$ cat config.mk
export PLATFORM = sky130hd
export DESIGN_NAME = pdata_seq
export DESIGN_NICKNAME = d
export VERILOG_FILES = /design/src/rtl/pdata_seq.sv
export SDC_FILE = /design/constraint.sdc
export NUM_CORES = 1
export LEC_CHECK = 0
export CAP_MARGIN = 10
export CORE_UTILIZATION = 55
export DETAILED_ROUTE_END_ITERATION = 8
export DONT_BUFFER_PORTS = 1
export GPL_ROUTABILITY_DRIVEN = 0
export PLACE_DENSITY = 0.73
export SYNTH_ARGS = -nofsm -noshare
export SYNTH_HDL_FRONTEND = slang
export SYNTH_SLANG_ARGS = --single-unit
$ cat constraint.sdc
create_clock -name clk -period 1.65 [get_ports clk]
set_input_delay 0.4125 -clock clk [delete_from_list [all_inputs] [get_ports clk]]
set_output_delay 0.4125 -clock clk [all_outputs]
set_load 0.02 [all_outputs]
$ cat src/rtl/pdata_seq.sv
// pdata_seq: upstream sequencer for one pdata serial MAC element.
// Serialises an operand pair into pdata with LOAD, issues MUL or MUL_ADD,
// and optionally shifts the accumulator out with OUT_RES into a parallel word.
//
// Handshakes (both ports): a transfer happens on a rising clk edge where
// valid and ready are both high. in_ready is high only in IDLE. res_valid
// stays high and res_data stays stable until res_ready is seen high.
module pdata_seq #(
    parameter  int SIZE  = 32,
    localparam int CNT_W = $clog2(4*SIZE+1)
) (
    input  logic              clk,
    input  logic              rst,
    input  logic              in_valid,
    output logic              in_ready,
    input  logic [SIZE-1:0]   in_data1,
    input  logic [SIZE-1:0]   in_data2,
    input  logic              in_accum,
    input  logic              in_last,
    output logic              res_valid,
    input  logic              res_ready,
    output logic [4*SIZE-1:0] res_data,
    output logic [2:0]        opcode,
    output logic              rx,
    input  logic              tx
);

    localparam logic [2:0] OP_OUT_RES = 3'd2;
    localparam logic [2:0] OP_LOAD    = 3'd3;
    localparam logic [2:0] OP_MUL     = 3'd5;
    localparam logic [2:0] OP_MUL_ADD = 3'd6;
    localparam logic [2:0] OP_NO_OP   = 3'd7;

    // Last counter values of the LOAD and READ phases.
    localparam logic [CNT_W-1:0] LOAD_LAST = CNT_W'(2*SIZE-1);
    localparam logic [CNT_W-1:0] READ_LAST = CNT_W'(4*SIZE-1);

    typedef enum logic [2:0] {
        S_IDLE,
        S_LOAD,
        S_EXEC,
        S_READ,
        S_DONE
    } state_t;

    state_t              state_q, state_d;
    logic [2:0]          opcode_q, opcode_d;
    logic                rx_q, rx_d;
    logic [2*SIZE-1:0]   shreg_q, shreg_d;
    logic [CNT_W-1:0]    cnt_q, cnt_d;
    logic                accum_q, accum_d;
    logic                last_q, last_d;
    logic [4*SIZE-1:0]   res_shift_q, res_shift_d;
    logic                res_valid_q, res_valid_d;

    // State and datapath registers; reset clears everything to the idle picture.
    always_ff @(posedge clk) begin
        if (rst) begin
            state_q     <= S_IDLE;
            opcode_q    <= OP_NO_OP;
            rx_q        <= 1'b0;
            shreg_q     <= '0;
            cnt_q       <= '0;
            accum_q     <= 1'b0;
            last_q      <= 1'b0;
            res_shift_q <= '0;
            res_valid_q <= 1'b0;
        end else begin
            state_q     <= state_d;
            opcode_q    <= opcode_d;
            rx_q        <= rx_d;
            shreg_q     <= shreg_d;
            cnt_q       <= cnt_d;
            accum_q     <= accum_d;
            last_q      <= last_d;
            res_shift_q <= res_shift_d;
            res_valid_q <= res_valid_d;
        end
    end

    // Next-state and next-output logic; opcode/rx are computed one cycle ahead
    // so pdata sees registered values on the edge that consumes them.
    always_comb begin
        state_d     = state_q;
        opcode_d    = opcode_q;
        rx_d        = 1'b0;
        shreg_d     = shreg_q;
        cnt_d       = cnt_q;
        accum_d     = accum_q;
        last_d      = last_q;
        res_shift_d = res_shift_q;
        res_valid_d = res_valid_q;
        in_ready    = (state_q == S_IDLE);

        case (state_q)
            S_IDLE: begin
                opcode_d = OP_NO_OP;
                if (in_valid) begin
                    // MSB of in_data2 goes out now; the register keeps the rest
                    // already shifted so each LOAD edge just takes the top bit.
                    rx_d     = in_data2[SIZE-1];
                    shreg_d  = {in_data2[SIZE-2:0], in_data1, 1'b0};
                    accum_d  = in_accum;
                    last_d   = in_last;
                    cnt_d    = '0;
                    opcode_d = OP_LOAD;
                    state_d  = S_LOAD;
                end
            end
            S_LOAD: begin
                if (cnt_q == LOAD_LAST) begin
                    cnt_d    = '0;
                    opcode_d = accum_q ? OP_MUL_ADD : OP_MUL;
                    state_d  = S_EXEC;
                end else begin
                    rx_d    = shreg_q[2*SIZE-1];
                    shreg_d = {shreg_q[2*SIZE-2:0], 1'b0};
                    cnt_d   = cnt_q + 1'b1;
                end
            end
            S_EXEC: begin
                cnt_d = '0;
                if (last_q) begin
                    opcode_d = OP_OUT_RES;
                    state_d  = S_READ;
                end else begin
                    // pdata keeps its accumulator for a following MUL_ADD.
                    opcode_d = OP_NO_OP;
                    state_d  = S_IDLE;
                end
            end
            S_READ: begin
                // tx carries acc LSB-first; fill from the top so the word
                // ends up LSB-aligned after all 4*SIZE edges.
                res_shift_d = {tx, res_shift_q[4*SIZE-1:1]};
                if (cnt_q == READ_LAST) begin
                    cnt_d       = '0;
                    opcode_d    = OP_NO_OP;
                    res_valid_d = 1'b1;
                    state_d     = S_DONE;
                end else begin
                    cnt_d = cnt_q + 1'b1;
                end
            end
            S_DONE: begin
                opcode_d = OP_NO_OP;
                if (res_ready) begin
                    res_valid_d = 1'b0;
                    state_d     = S_IDLE;
                end
            end
            default: begin
                opcode_d = OP_NO_OP;
                state_d  = S_IDLE;
            end
        endcase
    end

    assign opcode    = opcode_q;
    assign rx        = rx_q;
    assign res_valid = res_valid_q;
    assign res_data  = res_shift_q;

endmodule

After elaboration in Yosys (flattened, before gate mapping)
Cells that the tools add are included.
- add/subtract/negate cells: 1
- multiply operators: 0
- divide/modulo/power cells: 0
- order comparisons: 0
- eq/ne operators: 11
- shift-type cells: 0
- mux-type cells: 25
- bitwise logic cells: 0
- reduce and logical (&&, ||, !) cells: 10
- operators with widths (cell ; number):
    $mux W64 ; 2
    $pmux W64 S2 ; 1
    $pmux W8 S4 ; 1
    $mux W3 ; 8
    $mux W8 ; 3
    $pmux W3 S5 ; 1
    $pmux W3 S4 ; 1
    $ne A2 B2 Y1 const B ; 5
    $add A8 B1 Y8 const B ; 1
    $eq A8 B6 Y1 const B ; 1
    $eq A8 B7 Y1 const B ; 1
    $eq A3 B2 Y1 const B ; 2
    $reduce_and A2 Y1 ; 3
    $reduce_and A3 Y1 ; 2
    $mux W1 ; 4
    $mux W2 ; 2
    $pmux W1 S2 ; 2
    $reduce_and A4 Y1 ; 1
    $reduce_bool A2 Y1 ; 2
    $reduce_bool A4 Y1 ; 1
    $eq A3 B1 Y1 const B ; 1
    $eq A3 B3 Y1 const B ; 1
    $logic_not A3 Y1 ; 1
- register bits after elaboration: 210
- latch bits: 0
- memory bits (writable): 0
- ROM bits: 0
- output and inout bits: 134
- memories kept: 0

Depth between registers and ports, before layout
- depth after elaboration: 3
- gate-level depth with buffers: 7
- depth with buffers taken out: 5

Worst setup path after synthesis
No wires, ideal clock.
- path type: register to register
- from: register cnt_q[0]
- to: register shreg_q[18]
- arrival: 1667 ps
- path slack: -98 ps
- stages on the path, launching flop included: 8
- buffers on the path: 2
- period minus slack after synthesis: 1748 ps
- cells stage by stage: dfxtp_1 > ha_1 > nand2_1 > or4_4 > and2_4 > buf_12 > buf_12 > a211oi_2
- word-level cells in the longest chain between the ends: 3
- RTL lines (what ; line ; text):
    start: declaration ; 50 ; logic [CNT_W-1:0] cnt_q, cnt_d;
    start signal: assignment ; 73 ; cnt_q <= cnt_d;
    $eq A8 B6 Y1 ; 111 ; if (cnt_q == LOAD_LAST) begin
    $ne A2 B2 Y1 (no source line) ; - ;
    $reduce_and A3 Y1 (no source line) ; - ;
    end signal: assignment ; 72 ; shreg_q <= shreg_d;
    end: declaration ; 49 ; logic [2*SIZE-1:0] shreg_q, shreg_d;
No other way between the ends.
A chain may end at the register's enable or synchronous reset.

Final worst setup path
- from: register cnt_q[1]
- to: register shreg_q[35]
The elaborated chain is that of the path after synthesis.

==> metrics <==
Distinct cells, synth=53; Tot Pwr=0.0117 W; row count=45; netlist area before placement=8790 sq um; Main synth FF type=dfxtp_1; drt pass-1 iters=4; wire per inst=18.2 microns; RSZ-0062 raised after global routing=yes; input/output buffers=0; CTS Root Cell=clkbuf_16; most common cell after layout, fill and taps aside=nand2_1; leakage=3.57 nW; register area share after synthesis=47.6%; via/cell ratio=5.76; Max Slew Vio Count=0; Final #Nets=1038; max-cap violations=0; CP Launch Type=register; initial antenna violation count=0; Starting Density=57.2%; final setup vio count=64; Post-Place Setup Slack=-30.3 ps; global-route wire length before repair=32.2 mm; Core ar.=15400 sq um; post-route cell area=10500 sq um; FFs w/ async S/R, synth=0%; FF-to-FF setup slack=-110 ps; post-layout min period=1760 ps; die area=16500 sq um; # IOs=205; failing checks=hold timing, setup timing; CTS max path bufs=3; post-synthesis cell count=957; die height=128 microns; WS Path Type=reg -> reg; cts bufs inserted=23; max_slew headroom=56.4%; WP data required=2040 ps; Total GRT Usage=23.8%; layout cells sized above 1=26.4%; worst vdd ir=964 uV; CTS Sinks=209; total routed wirelength=21.8 mm; pin count of the biggest net entering global routing=209; Ant. Diodes=0; Worst setup EP type=register; status=finished with violations; CTS tree=done; post-route DRC violation count=0; Reg clk slew, reported paths=70 ps; top cell type's share of synthesized area=47.6%; Final Worst Setup Slack=-114 ps; dominant cells by area after synthesis=dfxtp_1, nand2_1, a21oi_1; grt ovf=0; H-tree depth=1; ANT nets after route=0; drt initial violations=423; Skew-Pair Late Insertion Delay=510 ps; PD cells=1110 nW/um^2; area grow syn2layout=19.5%; Final Hold Vio Count=3; syn_area_per_cell=9.18 sq um; Post-DP HPWL=11.7 mm; HP Class=in -> reg; Post-synth EDFFs=0; period utilisation layout=107%; vias in the first global route=6345; CP arrival=2160 ps; leading cell types in the layout, fill and taps excluded=nand2_1, dfxtp_1, a21oi_1; fmax=0.567 GHz; Yosys Warn Count=0; Tightest Pin Transition=645 ps; Max Clock Skew=17.5 ps; Synth Register Bits=209; syn nets=1029; die width=128 microns; vias=6870; Fin Hold WS=-18.7 ps; Placed Instance Area=8900 sq um; critical-path maximum fanout=32; largest area contributor in the netlist=dfxtp_1
-- power by group --
part           total, W  internal, W  switching (W)
registers       0.00535      0.00521       0.000142
logic           0.00105     0.000523       0.000530
clock network   0.00527      0.00320        0.00206
-- registers in the layout, indices dropped and copies added, names as in the netlist --
name	count
rx	1
last_q	1
state_q	3
shreg_q	63
opcode	3
res_data	128
accum_q	1
res_valid	1
cnt_q	8
-- synth_stat cells (3+ instances only) --
cell / number
nand3_1: 5
buf_12: 7
nand2_1: 267
nor3_1: 3
buf_8: 5
clkbuf_1: 38
o21ai_0: 3
a21oi_1: 198
nand2b_1: 4
clkbuf_8: 16
dfxtp_1: 209
mux2i_1: 63
a211oi_1: 7
a211oi_2: 60
buf_6: 5
buf_2: 7
nor2_1: 15
-- critical path, cell delays in order (launching register included) --
cell and delay [ps]:
dfxtp_2 350, ha_4 140, nand2_2 50, or4_4 460
buf_12 180, buf_16 200, a21oi_2 200, a211oi_2 70
-- metal layers --
metal	share of wire [%]	GRT usage [%]
met2	49	40.2
met3	7.5	6.90
met4	1.6	6.71
met1	42	29.6
met5	0	0
-- layout make-up --
| type | instances | area [sq um] |
|---|---|---|
| fillers | 1141 | 4870 |
| multi-input cells | 665 | 4320 |
| flip-flops and latches | 209 | 4210 |
| repair buffers | 65 | 913 |
| clock buffers | 32 | 681 |
| well taps | 211 | 264 |
| clock inverters | 9 | 108 |
| inverters | 2 | 7.51 |
-- cell families after synthesis --
kind of cell / synth area share [%]
AND/OR/NAND/NOR: 14.6
AO/OA/AOI/OAI: 22.2
flip-flops: 47.6
buffers and inverters: 8.11
multiplexers: 7.17
XOR/XNOR: 0.199
adder cells (fa/ha/maj): 0.142
-- worst paths after layout --
kind	depth (start not counted)	endpoint	from
worst min register to register	2	accum_q$_SDFFE_PP0P_	accum_q$_SDFFE_PP0P_
worst max register to register	7	shreg_q[35]$_SDFFE_PP0P_	cnt_q[1]$_SDFFE_PP0P_
worst max-delay path	7	shreg_q[35]$_SDFFE_PP0P_	cnt_q[1]$_SDFFE_PP0P_
worst min-delay path	1	state_q[2]$_SDFFE_PP0P_	rst
-- metrics by stage --
| step | std cells | TNS (ps) | util [%] |
|---|---|---|---|
| floorplan | 957 | -1130 | - |
| global route | 1193 | -7770 | 68.3 |
| finish | 1193 | -4500 | 68.3 |
| detailed placement | 1130 | -261 | 57.9 |
| global placement | 1130 | 0 | 57.9 |
| CTS | 1184 | -3080 | 66.3 |
-- repair_timing --
action | 4_1_cts | 5_1_grt
pin swaps | 4 | 10
gates cloned | 7 | 4
buffers inserted | 7 | 3
setup endpoints to repair | 55 | 69
resized for setup | 77 | 33
hold endpoints to repair | 86 | 23
Power figures use the tool's default switching activity.
